[src/rtl/mult_control_n_pkg.sv]
// Shared types and constants for the add-shift multiplier controller.
package mult_pkg;

   typedef enum logic [2:0] {
      IDLE  = 3'd0,
      CLEAR = 3'd1,
      ADD   = 3'd2,
      SHIFT = 3'd3,
      HOLD  = 3'd4
   } mult_state_t;

   // Sub_Add encoding seen by the datapath adder
   localparam logic OP_ADD = 1'b0;
   localparam logic OP_SUB = 1'b1;

endpackage

[src/rtl/mult_control_n_if.sv]
// Handshake/strobe bundle between the multiplier controller and its datapath.
// master: the side requesting multiplies and supplying M (datapath/host).
// slave : the controller itself.
interface mult_control_n_if;

   logic Run;
   logic ClearA_LoadB;
   logic M;
   logic Signed_Mode;
   logic Clear_A;
   logic Load_B;
   logic Add_En;
   logic Shift_En;
   logic Sub_Add;
   logic Busy;
   logic Done;

   modport master (
      output Run, ClearA_LoadB, M, Signed_Mode,
      input  Clear_A, Load_B, Add_En, Shift_En, Sub_Add, Busy, Done
   );

   modport slave (
      input  Run, ClearA_LoadB, M, Signed_Mode,
      output Clear_A, Load_B, Add_En, Shift_En, Sub_Add, Busy, Done
   );

endinterface

[src/rtl/mult_control_n_iter_counter.sv]
// Iteration counter: cleared at the start of a multiply, stepped once per
// non-final SHIFT. It never wraps because the controller stops at WIDTH-1.
module iter_counter #(
   parameter int unsigned WIDTH = 8,
   parameter int unsigned CNT_W = $clog2(WIDTH)
) (
   input  logic             clk,
   input  logic             rst,
   input  logic             clr,
   input  logic             inc,
   output logic [CNT_W-1:0] count,
   output logic             last
);

   // Count register: synchronous clear has priority over increment
   always_ff @(posedge clk) begin
      if (rst || clr) begin
         count <= '0;
      end else if (inc) begin
         count <= count + CNT_W'(1);
      end
   end

   assign last = (count == CNT_W'(WIDTH - 1));

endmodule

[src/rtl/mult_control_n.sv]
// Control unit for an N-bit add-shift multiplier (X:A:B, M = B[0]).
// Sequence: CLEAR, WIDTH x (ADD, SHIFT), then HOLD until Run drops.
module mult_control_n #(
   parameter int unsigned WIDTH = 8
) (
   input logic             Clk,
   input logic             Reset,
   mult_control_n_if.slave bus
);

   import mult_pkg::*;

   localparam int unsigned CNT_W = $clog2(WIDTH);

   mult_state_t      state_q;
   mult_state_t      state_d;
   logic             mode_q;
   logic [CNT_W-1:0] count;
   logic             last;
   logic             cnt_clr;
   logic             cnt_inc;

   logic clear_a;
   logic load_b;
   logic add_en;
   logic shift_en;
   logic sub_add;
   logic busy;
   logic done;

   iter_counter #(
      .WIDTH (WIDTH),
      .CNT_W (CNT_W)
   ) u_iter_counter (
      .clk   (Clk),
      .rst   (Reset),
      .clr   (cnt_clr),
      .inc   (cnt_inc),
      .count (count),
      .last  (last)
   );

   // Next-state decode; unused encodings fall back to IDLE
   always_comb begin
      state_d = state_q;
      case (state_q)
         IDLE:    if (bus.Run) state_d = CLEAR;
         CLEAR:   state_d = ADD;
         ADD:     state_d = SHIFT;
         SHIFT:   state_d = last ? HOLD : ADD;
         HOLD:    if (!bus.Run) state_d = IDLE;
         default: state_d = IDLE;
      endcase
   end

   // State register and sign mode latched once at start
   always_ff @(posedge Clk) begin
      if (Reset) begin
         state_q <= IDLE;
         mode_q  <= 1'b0;
      end else begin
         state_q <= state_d;
         if (state_q == IDLE && bus.Run) begin
            mode_q <= bus.Signed_Mode;
         end
      end
   end

   // Output and counter-control decode; everything defaults low
   always_comb begin
      clear_a  = 1'b0;
      load_b   = 1'b0;
      add_en   = 1'b0;
      shift_en = 1'b0;
      sub_add  = OP_ADD;
      busy     = 1'b0;
      done     = 1'b0;
      cnt_clr  = 1'b0;
      cnt_inc  = 1'b0;
      case (state_q)
         IDLE: begin
            // Run wins over a simultaneous ClearA_LoadB request
            if (!bus.Run && bus.ClearA_LoadB) begin
               clear_a = 1'b1;
               load_b  = 1'b1;
            end
         end
         CLEAR: begin
            clear_a = 1'b1;
            busy    = 1'b1;
            cnt_clr = 1'b1;
         end
         ADD: begin
            busy   = 1'b1;
            add_en = bus.M;
            // Two's-complement: the sign bit of the multiplier has negative weight
            if (mode_q && count == CNT_W'(WIDTH - 1)) sub_add = OP_SUB;
         end
         SHIFT: begin
            shift_en = 1'b1;
            busy     = 1'b1;
            cnt_inc  = !last;
         end
         HOLD: begin
            done = 1'b1;
         end
         default: ;
      endcase
   end

   assign bus.Clear_A  = clear_a;
   assign bus.Load_B   = load_b;
   assign bus.Add_En   = add_en;
   assign bus.Shift_En = shift_en;
   assign bus.Sub_Add  = sub_add;
   assign bus.Busy     = busy;
   assign bus.Done     = done;

endmodule

[src/flat_wrapper.sv]
// flat-port wrapper written by rule: the top's interface ports become plain ports
module mult_control_n_flat import mult_pkg::*;
#(
   parameter int unsigned WIDTH = 8
)
  (Clk, Reset, bus_Run, bus_ClearA_LoadB, bus_M, bus_Signed_Mode, bus_Clear_A, bus_Load_B, bus_Add_En, bus_Shift_En, bus_Sub_Add, bus_Busy, bus_Done);
  mult_control_n_if bus_i ();
  input logic Clk;
  input logic Reset;
  input wire logic [$bits(bus_i.Run)-1:0] bus_Run;
  input wire logic [$bits(bus_i.ClearA_LoadB)-1:0] bus_ClearA_LoadB;
  input wire logic [$bits(bus_i.M)-1:0] bus_M;
  input wire logic [$bits(bus_i.Signed_Mode)-1:0] bus_Signed_Mode;
  output wire logic [$bits(bus_i.Clear_A)-1:0] bus_Clear_A;
  output wire logic [$bits(bus_i.Load_B)-1:0] bus_Load_B;
  output wire logic [$bits(bus_i.Add_En)-1:0] bus_Add_En;
  output wire logic [$bits(bus_i.Shift_En)-1:0] bus_Shift_En;
  output wire logic [$bits(bus_i.Sub_Add)-1:0] bus_Sub_Add;
  output wire logic [$bits(bus_i.Busy)-1:0] bus_Busy;
  output wire logic [$bits(bus_i.Done)-1:0] bus_Done;
  assign bus_i.Run = bus_Run;
  assign bus_i.ClearA_LoadB = bus_ClearA_LoadB;
  assign bus_i.M = bus_M;
  assign bus_i.Signed_Mode = bus_Signed_Mode;
  assign bus_Clear_A = bus_i.Clear_A;
  assign bus_Load_B = bus_i.Load_B;
  assign bus_Add_En = bus_i.Add_En;
  assign bus_Shift_En = bus_i.Shift_En;
  assign bus_Sub_Add = bus_i.Sub_Add;
  assign bus_Busy = bus_i.Busy;
  assign bus_Done = bus_i.Done;
  mult_control_n #(.WIDTH(WIDTH)) u_core (.Clk(Clk), .Reset(Reset), .bus(bus_i));
endmodule
[config.mk]
export PLATFORM = sky130hd
export DESIGN_NAME = mult_control_n_flat
export DESIGN_NICKNAME = d
export VERILOG_FILES = /design/src/rtl/mult_control_n_pkg.sv /design/src/rtl/mult_control_n_if.sv /design/src/rtl/mult_control_n_iter_counter.sv /design/src/rtl/mult_control_n.sv /design/src/flat_wrapper.sv
export SDC_FILE = /design/constraint.sdc
export NUM_CORES = 1
export LEC_CHECK = 0
export BUFFER_PORTS_ARGS = -buffer_cell sky130_fd_sc_hd__buf_4
export CORE_AREA = 2 2 39 41
export CTS_CLUSTER_DIAMETER = 80
export DETAILED_ROUTE_END_ITERATION = 6
export DIE_AREA = 0 0 41 43
export PLACE_DENSITY = 0.61
export REMOVE_ABC_BUFFERS = 1
export SYNTH_ARGS = -nofsm -noshare
export SYNTH_HDL_FRONTEND = slang
export SYNTH_SLANG_ARGS = --single-unit
[constraint.sdc]
create_clock -name Clk -period 1.7 [get_ports Clk]
set_input_delay 0.17 -clock Clk [delete_from_list [all_inputs] [get_ports Clk]]
set_output_delay 0.17 -clock Clk [all_outputs]
set_load 0.03 [all_outputs]
==> summary.md, run 1 <==
| Metric | Value |
|---|---|
| Post-Place Cells | between 60 and 70 |
| Max Fclk | ~660 MHz |
| CP peak stage delay | 320 ps |
| Post-DRT Antenna Nets | 0 |
| Leak | 0.000239 uW |
| Final cycle utilization of the critical path | roughly nine tenths |
| Final setup fails | 0 |
| Reg clk slew, reported paths | about 50 ps |
| Mapped Cells | a little over 40 |
| R2R Setup Slk | between 200 and 250 ps |
| Post-synthesis sequential area ratio | 35.2% |
| Number of synthesized flops with an enable pin | 0 |
| CTS tree | done |
| CTS buffer count | 3 |
| Arr. time, crit path | 1350 ps |
| Yosys top cell by area | dfxtp_1 |
| Via count | around 330 |
| Root Buffer | clkbuf_4 |
| DRT iter0 DRCs | 1 |
| RSZ-0062 raised after global routing | false |
| CTS Sinks | 7 |
| Critical-path cell list | ha_1, ha_1, and4_1, buf_4 |
| Pre-CTS setup slack | roughly 220 ps |
| Hold Violations, Final | 0 |
| DIE WIDTH | 41 um |
| Mapped Area | between 300 and 400 um^2 |
| Drt first pass iters | 3 |
| Share of cells above drive strength 1 | approximately 33% |
| Net Sw Frac | between 20% and 30% |
| WHS Path Cells | 2 |
| Max-cap check violation count | 0 |
| First-pass GRT wire length | about 1.1 mm |
| Initial antenna violation count | 0 |
| Worst min-delay path class | input port to flop |
| GPL Wtd Cong | 0.574 |
| Sw power | roughly 110 uW |
| CP endpoint kind | output pin |
| VDD IR max | roughly 370 uV |
| Flop pwr share | ~45% |
| Worst-case headroom to the max-slew limit | 74.8% |
| Outcome | finished, final reports clean |
| Async SR Flop Fraction | 0% |
| Slowest-stage cell, CP | dfxtp_1 |
| Wire per inst | ~10 um |
| Htree depth | 1 |
| Hold buffers post-CTS | 0 |
| Post-Route WL | 701 um |
| Post-DP HPWL | 518 um |
| Die area | ~1800 um^2 |
| Pwr Total | 405 uW |
| HP Start | Reset |
| Crit-path max FO | 4 |
| Pwr/cell area | around 800 nW/um^2 |
| Power share of the clock group | 36.0% |
| Filler cells | 141 |
| Comb power frac | approximately a fifth |
| Main flop type after synthesis | dfxtp_1 |
| Hold Crit Endpoint | u_core.mode_q |
| Crit Path Class | flop to output pin |
| Largest net degree at the start of global routing | 12 |
| WP data required | around 1500 ps |
| Flops & latches, synth | 7 |
| Post-synthesis cell type count | 19 |
| Worst R2R End | u_core.u_iter_counter.count[1] |
| Min cycle time layout | around 1500 ps |
| Clock Skew | 4.87 ps |
| Vias in the first global route | 280 |
| Int Pwr | about 300 uW |
| Crit path top cell by count | ha_1 |
| Total GRT Usage | under 10% |
| Via density | roughly 4.7 |
| Post-CTS Setup Bufs | 0 |
| Non-filler cells in the finished layout | 70 |
| Clock Path Buffers | 2 |
| Core Box Area | 1380 um^2 |
| DRC Markers | 0 |
| Starting density of the core | between 20% and 30% |
| Post-synth top area share | approximately a third |
| Die height | about 43 um |
| PortBufs | 12 |
| Std-Cell Rows | 14 |
| Latest clock arrival within the worst-skew pair | around 250 ps |
| GR Overflow Total | 0 |
| Measured slew at the worst slew-check pin | approximately 380 ps |
| Synth warnings | 0 |
| Syn-to-layout area delta | 26.7% |
| Post-CTS sizing | 0 |
| Most common cell in the synthesized netlist | nor2_1 |
| Reg-to-reg startpoint | u_core.u_iter_counter.count[0] |
| Max-slew violations | 0 |
| Sum Neg Setup Slack | 0 ps |
| Register-to-Register Path Depth | 5 |
| Final nets | 63 |
| Final worst setup slack | approximately 180 ps |
| Synth area leaders | dfxtp_1 35%, nor2_1 9.4%, mux2i_1 7.5%, ha_1 6.3%, nor4b_4 6.0% |
| # diodes | 0 |
| Post-synthesis area per instance | 9.70 um^2 |
| Commonest cells post-synth | 10 x nor2_1, 7 x dfxtp_1, 3 x and3_1, 3 x mux2i_1 |
| Critical Path Start Type | flop |
| Ports | 13 |
## stage by stage
stage                     utilization [%]  hold WS, ps  instance area (um^2)
after floorplan                         -          242                   368
after global placement               34.5          376                   478
after detailed placement             34.5          375                   478
after CTS                            36.4          113                   504
after global routing                 36.4          109                   504
final                                36.4          116                   504
## per-layer routing
metal / global-route usage, % / wire length [um] / vias up
li1: - / - / 169
met2: 14.1 / 304 / 13
met1: 9.71 / 307 / 143
met4: 8.00 / 10 / 0
met5: 0 / 0 / -
met3: 4.71 / 78 / 2
## cell families after synthesis
| kind of cell | count (synthesis) | share of synthesized area [%] |
|---|---|---|
| muxes | 3 | 7.55 |
| DFF | 7 | 35.2 |
| xor gates and xnor gates | 1 | 2.20 |
| adders and majority gates | 2 | 6.29 |
| AOI/OAI and AO/OA | 3 | 5.03 |
| buffers and inverters | 4 | 8.49 |
| and+or+nand+nor | 21 | 35.2 |
## worst max path at each step
stage                              startpoint  depth (start not counted)                              to  slack (ps)
3_3_place_gp   u_core.u_iter_counter.count[0]                          5  u_core.u_iter_counter.count[1]         250
4_1_cts        u_core.u_iter_counter.count[0]                          4                     bus_Sub_Add         170
6_report       u_core.u_iter_counter.count[0]                          4                     bus_Sub_Add         180
2_1_floorplan               u_core.state_q[2]                          3               u_core.state_q[2]          90
3_5_place_dp   u_core.u_iter_counter.count[0]                          5  u_core.u_iter_counter.count[1]         220
5_1_grt        u_core.u_iter_counter.count[0]                          4                     bus_Sub_Add         120
## power groups by stage
stage	combinational (uW)	clock, uW	sequential, uW
6_report	75.2	146	184
5_1_grt	82.6	168	185
4_1_cts	76.1	152	184
3_5_place_dp	75.9	0	187
3_3_place_gp	75.8	0	187
2_1_floorplan	48.2	0	184
## layout by cell type (no fill, tap or decap)
cell	n
buf_4	12
nor2_1	10
dfxtp_1	7
and3_1	3
mux2i_1	3
clkbuf_4	3
nor4_1	2
ha_1	2
inv_1	1
a21oi_1	1
nor3_1	1
and3b_2	1
nor3b_1	1
and4_1	1
a22oi_1	1
a21o_1	1
and4bb_4	1
nor4b_4	1
xnor2_1	1
clkbuf_1	1
## final cells by class
type	instances	area [um^2]	share of cell area, %
timing repair buffer	12	90.1	17.9
inverter	1	3.75	0.744
tap	16	20.0	3.97
multi-input combinational	30	224	44.4
clock buffer	4	26.3	5.21
sequential	7	140	27.8
## flip-flops by register name (all words and copies together), names as in the netlist
signal                       count
u_core.mode_q                    1
u_core.state_q                   3
u_core.u_iter_counter.count      3
## worst max-delay path, delay by kind of cell (launching register included)
kind | cells | cell delay (ps)
fa+ha+maj | 2 | 410
flops | 1 | 320
buf+inv | 1 | 160
simple gates | 1 | 200
(Power assumes the default switching activity.)
==> run 2, diff against run 1 <==
--- a/config.mk
+++ b/config.mk
@@ -5,12 +5,13 @@
 export SDC_FILE = /design/constraint.sdc
 export NUM_CORES = 1
 export LEC_CHECK = 0
+export ABC_AREA = 1
 export BUFFER_PORTS_ARGS = -buffer_cell sky130_fd_sc_hd__buf_4
 export CORE_AREA = 2 2 39 41
 export CTS_CLUSTER_DIAMETER = 80
 export DETAILED_ROUTE_END_ITERATION = 6
 export DIE_AREA = 0 0 41 43
-export PLACE_DENSITY = 0.61
+export PLACE_DENSITY = 0.58
 export REMOVE_ABC_BUFFERS = 1
 export SYNTH_ARGS = -nofsm -noshare
 export SYNTH_HDL_FRONTEND = slang
==> run 2 against run 1 <==
  * Area after synthesis decreased by 7.5%
  * Clock skew shrank 3.4 ps
  * Critical path type unchanged
  * Sequential share of layout area is the same
  * Largest cell class unchanged
  * Final cell count increased by 23%
  * Flip-flop and latch count did not move
  * Cell area is the same
  * Combinational power grew 6.1%
  * Global-route usage is 0.59 points higher
  * Maximum frequency shrank 0.81%
  * Die area did not move
  * Synthesized cell count increased by 32%
==> summary.md, run 2 <==
| Metric | Value |
|---|---|
| Outcome | finished, final reports clean |
| Mapped Cells | 54 (+32%) |
| Total GRT Usage | 10.3% (+0.59 points) |
| Sw power | 111 uW (+2.6%) |
| Syn-to-layout area delta | 37.1% |
| Vias in the first global route | 354 (+26%) |
| Post-synth top area share | 38.1% (+2.9 points) |
| Pwr/cell area | 800 nW/um^2 (-0.53%) |
| Measured slew at the worst slew-check pin | 239 ps (-138 ps) |
| Final worst setup slack | 172 ps (-12.3 ps) |
| Latest clock arrival within the worst-skew pair | 240 ps (about the same) |
| Most frequent cells in the layout | 13 x nand2_1, 12 x buf_4, 9 x inv_1 |
| Post-synthesis cell type count | 13 (-6) |
| Top flop regs | u_core.state_q x3, u_core.u_iter_counter.count x3, u_core.mode_q x1 |
| Reg clk slew, reported paths | 50 ps (about the same) |
| Largest net degree at the start of global routing | 7 (-5) |
| CTS Sinks | 7 (unchanged) |
| Net Sw Frac | 27.6% (+0.83 points) |
| Most common cell in the synthesized netlist | nand2_1 |
| DRT iter0 DRCs | 2 (+1) |
| DRC Markers | 0 (unchanged) |
| Min cycle time layout | 1530 ps (+12.3 ps) |
| Core Box Area | 1380 um^2 (unchanged) |
| Post-DP HPWL | 617 um (+19%) |
| Synth area leaders | dfxtp_1 38%, nand2_1 13%, inv_1 9.2%, nor2_1 8.2%, ha_1 6.8% |
| GPL Wtd Cong | 0.752 (+31%) |
| Commonest cells post-synth | 13 x nand2_1, 9 x inv_1, 8 x nor2_1 |
| Root Buffer | clkbuf_4 |
| Pre-CTS setup slack | 439 ps (+218 ps) |
| Main flop type after synthesis | dfxtp_1 |
| # diodes | 0 (unchanged) |
| Ports | 13 (unchanged) |
| Crit-path max FO | 6 (+2) |
| Final nets | 79 (+25%) |
| RSZ-0062 raised after global routing | false |
| Leak | 0.000252 uW (+5.3%) |
| Initial antenna violation count | 0 (unchanged) |
| Slowest-stage cell, CP | dfxtp_1 |
| Sum Neg Setup Slack | 0 ps (unchanged) |
| Clock Path Buffers | 2 (unchanged) |
| Post-Route WL | 724 um (+3.3%) |
| Drt first pass iters | 2 (-1) |
| Post-CTS Setup Bufs | 0 (unchanged) |
| Worst min-delay path class | input port to flop |
| Flops & latches, synth | 7 (unchanged) |
| Clock Skew | 1.47 ps (-3.40 ps) |
| CP endpoint kind | output pin |
| Flop pwr share | 44.4% (-1.0 points) |
| Final cycle utilization of the critical path | 89.9% (+0.72 points) |
| Post-synthesis area per instance | 6.81 um^2 (-30%) |
| Crit path top cell by count | ha_1 |
| Share of cells above drive strength 1 | 25.7% (-7.6 points) |
| Via count | 377 (+15%) |
| First-pass GRT wire length | 1.18 mm (+7.5%) |
| CTS buffer count | 3 (unchanged) |
| DIE WIDTH | 41 um (unchanged) |
| Htree depth | 1 (unchanged) |
| GR Overflow Total | 0 (unchanged) |
| Synth warnings | 0 (unchanged) |
| PortBufs | 12 (unchanged) |
| Critical-path cell list | ha_1, ha_1, inv_1, nor3_1, buf_4 |
| Post-synthesis sequential area ratio | 38.1% (+2.9 points) |
| Commonest non-fill, non-tap cell in the layout | nand2_1 |
| Max-slew violations | 0 (unchanged) |
| Number of synthesized flops with an enable pin | 0 (unchanged) |
| Int Pwr | 292 uW (-1.7%) |
| Max-cap check violation count | 0 (unchanged) |
| Mapped Area | 368 um^2 (-7.5%) |
| Final setup fails | 0 (unchanged) |
| Worst-case headroom to the max-slew limit | 84.0% (+9.2 points) |
| Wire per inst | 8.42 um (-16%) |
| VDD IR max | 331 uV (-10%) |
| Post-CTS sizing | 0 (unchanged) |
| Yosys top cell by area | dfxtp_1 |
| Power share of the clock group | 35.8% (-0.2 points) |
| CP peak stage delay | 350 ps (+30 ps) |
| Hold buffers post-CTS | 0 (unchanged) |
| Hold Violations, Final | 0 (unchanged) |
| Crit Path Class | flop to output pin |
| Fin util | 36.4% (unchanged) |
| Comb power frac | 19.8% (+1.2 points) |
| Die height | 43 um (unchanged) |
| WP data required | 1530 ps (about the same) |
| Max Fclk | 655 MHz (-0.81%) |
| Post-DRT Antenna Nets | 0 (unchanged) |
| Starting density of the core | 26.6% (-2.2 points) |
| Critical Path Start Type | flop |
| CTS tree | done |
| Async SR Flop Fraction | 0% (unchanged) |
| Die area | 1760 um^2 (unchanged) |
| Via density | 4.38 (-6.2%) |
| Arr. time, crit path | 1360 ps (about the same) |
| Std-Cell Rows | 14 (unchanged) |
==> run 2: worst max-delay path: cells and delay by family, from the launching register on <==
family	cells	cell delay, ps
adder cells (fa/ha/maj)	2	310
AND/OR/NAND/NOR	1	180
buffers and inverters	2	280
flip-flops	1	350
==> run 2: worst paths after layout <==
| kind | startpoint | end | slack [ps] | cells past startpoint |
|---|---|---|---|---|
| hold / removal | Reset | u_core.state_q[2] | 100 | 2 |
| hold reg to reg | u_core.u_iter_counter.count[2] | u_core.u_iter_counter.count[2] | 460 | 2 |
| setup reg to reg | u_core.u_iter_counter.count[0] | u_core.u_iter_counter.count[1] | 520 | 6 |
| setup / recovery | u_core.u_iter_counter.count[0] | bus_Sub_Add | 170 | 5 |
==> run 2: final cells by class <==
class	instances	area [um^2]
Timing Repair Buffer	12	90.1
Clock buffer	4	26.3
Fill cell	151	880
Multi-Input combinational cell	38	194
Tap cell	16	20.0
Sequential cell	7	140
Inverter	9	33.8
==> run 2: cells by family (layout without fill, tap and decap cells) <==
logic type                 Yosys count  count (layout)  share of synthesized area [%]
and+or+nand+nor                     30              30                           37.1
DFF                                  7               7                           38.1
buffers and inverters                9              25                           9.18
adders and majority gates            2               2                           6.80
AOI/OAI and AO/OA                    6               6                           8.84
==> run 2: per-layer routing <==
metal	up-vias	track usage, %	wire length, um
met5	-	0	0
met4	0	8.00	4
met3	2	4.71	75
met2	12	15.6	331
met1	157	10.0	313
li1	206	-	-
==> run 2: stage by stage <==
stage                     total power, uW  instance area [um^2]  instances  hold slack (ps)
after global placement                263                   478         82              350
after floorplan                       231                   368         54              239
after global routing                  438                   504         86             91.4
after detailed placement              263                   478         82              351
after CTS                             414                   504         86             84.6
final                                 403                   504         86             95.0
==> run 2: power groups by stage <==
stage / sequential (uW) / combinational [uW] / clock [uW]
2_1_floorplan: 181 / 50.2 / 0
3_3_place_gp: 182 / 80.8 / 0
3_5_place_dp: 182 / 80.6 / 0
4_1_cts: 179 / 80.8 / 154
5_1_grt: 180 / 90.0 / 168
6_report: 179 / 79.8 / 144
==> run 3, diff against run 2 <==
--- a/config.mk
+++ b/config.mk
@@ -5,13 +5,12 @@
 export SDC_FILE = /design/constraint.sdc
 export NUM_CORES = 1
 export LEC_CHECK = 0
-export ABC_AREA = 1
 export BUFFER_PORTS_ARGS = -buffer_cell sky130_fd_sc_hd__buf_4
-export CORE_AREA = 2 2 39 41
+export CORE_AREA = 10 10 47 49
 export CTS_CLUSTER_DIAMETER = 80
 export DETAILED_ROUTE_END_ITERATION = 6
-export DIE_AREA = 0 0 41 43
-export PLACE_DENSITY = 0.58
+export DIE_AREA = 0 0 57 59
+export PLACE_DENSITY = 0.61
 export REMOVE_ABC_BUFFERS = 1
 export SYNTH_ARGS = -nofsm -noshare
 export SYNTH_HDL_FRONTEND = slang
==> run 3 against run 2 <==
  * Non-clock buffer count unchanged
  * Wire length up 13%
  * Clock skew up 0.87 ps
  * Via count down 12%
  * Register-to-register slack worse by 260 ps
  * Die area up 91%
  * Maximum frequency up 2.0%
  * Sequential share of layout area unchanged
  * Critical path depth down 1
  * Worst setup slack better by 30 ps
==> summary.md, run 3 (synthesis results as in run 1) <==
| Metric | Value |
|---|---|
| CTS buffer count | 3 (unchanged) |
| Final nets | 63 (-20%) |
| DIE WIDTH | 57 um (+39%) |
| Wire per inst | 11.6 um (+38%) |
| Register-to-Register Path Depth | 5 (-1) |
| Sum Neg Setup Slack | 0 ps (unchanged) |
| Arr. time, crit path | 1330 ps (-30 ps) |
| Clock Skew | 2.34 ps (+0.872 ps) |
| Fin util | 36.0% (-0.46 points) |
| Via density | 4.76 (+8.5%) |
| Reg-to-reg startpoint | u_core.u_iter_counter.count[0] |
| Clock Path Buffers | 2 (unchanged) |
| WP data required | 1530 ps (about the same) |
| Share of cells above drive strength 1 | 33.3% (+7.6 points) |
| Syn-to-layout area delta | 26.7% |
| Via count | 333 (-12%) |
| Die height | 59 um (+37%) |
| Crit-path max FO | 4 (-2) |
| Root Buffer | clkbuf_4 |
| Ports | 13 (unchanged) |
| Most frequent cells in the layout | 12 x buf_4, 10 x nor2_1, 7 x dfxtp_1 |
| Final cycle utilization of the critical path | 88.1% (-1.8 points) |
| Latest clock arrival within the worst-skew pair | 250 ps (about the same) |
| Post-CTS Setup Bufs | 0 (unchanged) |
| Worst-case headroom to the max-slew limit | 74.8% (-9.2 points) |
| Min cycle time layout | 1500 ps (-29.9 ps) |
| Pre-CTS setup slack | 262 ps (-177 ps) |
| Hold Violations, Final | 0 (unchanged) |
| Critical Path Start Type | flop |
| R2R Setup Slk | 260 ps (-260 ps) |
| RSZ-0062 raised after global routing | false |
| Max-slew violations | 0 (unchanged) |
| GR Overflow Total | 0 (unchanged) |
| Hold Crit Endpoint | u_core.mode_q |
| CTS tree | done |
| Post-CTS sizing | 0 (unchanged) |
| Worst min-delay path class | input port to flop |
| Pwr/cell area | 809 nW/um^2 (+1.2%) |
| HP Start | Reset |
| Htree depth | 1 (unchanged) |
| Drt first pass iters | 2 (unchanged) |
| Die area | 3360 um^2 (+91%) |
| Commonest non-fill, non-tap cell in the layout | buf_4 |
| Final setup fails | 0 (unchanged) |
| GPL Wtd Cong | 0.650 (-14%) |
| Final worst setup slack | 202 ps (+29.9 ps) |
| Crit Path Class | flop to output pin |
| Hold buffers post-CTS | 0 (unchanged) |
| Worst R2R End | u_core.u_iter_counter.count[2] |
| CTS Sinks | 7 (unchanged) |
| Reg clk slew, reported paths | 50 ps (about the same) |
| Std-Cell Rows | 14 (unchanged) |
| Core Box Area | 1400 um^2 (+1.3%) |
| Total GRT Usage | 5.29% (-5.0 points) |
| # diodes | 0 (unchanged) |
| Pwr Total | 408 uW (+1.2%) |
| First-pass GRT wire length | 1.46 mm (+23%) |
| CP endpoint kind | output pin |
| Max-cap check violation count | 0 (unchanged) |
| Post-DRT Antenna Nets | 0 (unchanged) |
| Outcome | finished, final reports clean |
| DRC Markers | 0 (unchanged) |
| Vias in the first global route | 320 (-9.6%) |
| Initial antenna violation count | 0 (unchanged) |
| Max Fclk | 668 MHz (+2.0%) |
| PortBufs | 12 (unchanged) |
| Leak | 0.000239 uW (-5.1%) |
| Measured slew at the worst slew-check pin | 377 ps (+138 ps) |
| WHS Path Cells | 2 (unchanged) |
| Largest net degree at the start of global routing | 12 (+5) |
| Top flop regs | u_core.state_q x3, u_core.u_iter_counter.count x3, u_core.mode_q x1 |
| VDD IR max | 491 uV (+48%) |
| Starting density of the core | 28.4% (+1.8 points) |
| DRT iter0 DRCs | 3 (+1) |
| Post-Route WL | 815 um (+13%) |
## run 3: cell count changes in the layout (fill, tap and decap cells not counted), moves of 2 or more
cell / delta
mux2i_1: +3
a21oi_1: -3
and3_1: +3
inv_1: -8
nand2_1: -13
nand3_1: -5
nor2_1: +2
nor4_1: +2
## run 3: how the worst max path moves through the flow
stage,slack (ps),start,end,cells after the start
detailed placement,260,u_core.u_iter_counter.count[0],u_core.u_iter_counter.count[2],5
CTS,180,u_core.u_iter_counter.count[0],bus_Sub_Add,4
global route,110,u_core.state_q[2],bus_Done,2
finish,200,u_core.u_iter_counter.count[0],bus_Sub_Add,4
global placement,260,u_core.u_iter_counter.count[0],u_core.u_iter_counter.count[1],5
floorplan,90,u_core.state_q[2],u_core.state_q[2],3
## run 3: where the power goes
group	internal [uW]	switching (uW)
clock network	89.4	58.2
registers	171	13.2
logic	36.7	39.7
total	297	111
## run 3: per-stage QoR
stage	hold WS, ps	cell area [um^2]	instances
after floorplan	242	368	38
after global placement	377	478	66
after detailed placement	380	478	66
after CTS	114	504	70
after global routing	116	504	70
final	116	504	70
## run 3: layout make-up
cell class                 count  area, um^2
clock buffer                   4        26.3
fill                         157         897
inverter                       1        3.75
multi-input combinational     30         224
sequential                     7         140
tap                           16        20.0
timing repair buffer          12        90.1
## run 3: layer usage
metal	global-route usage (%)	up-vias	part of all wire, %
li1	-	173	-
met1	5.98	148	44
met3	3.86	0	11
met4	1.01	0	0
met5	0	-	0
met2	7.91	12	45
## run 3: worst max-delay path: stages, from the launching register on
cell     delay [ps]
dfxtp_1         320
ha_1            200
ha_1            210
and4_1          190
buf_4           160
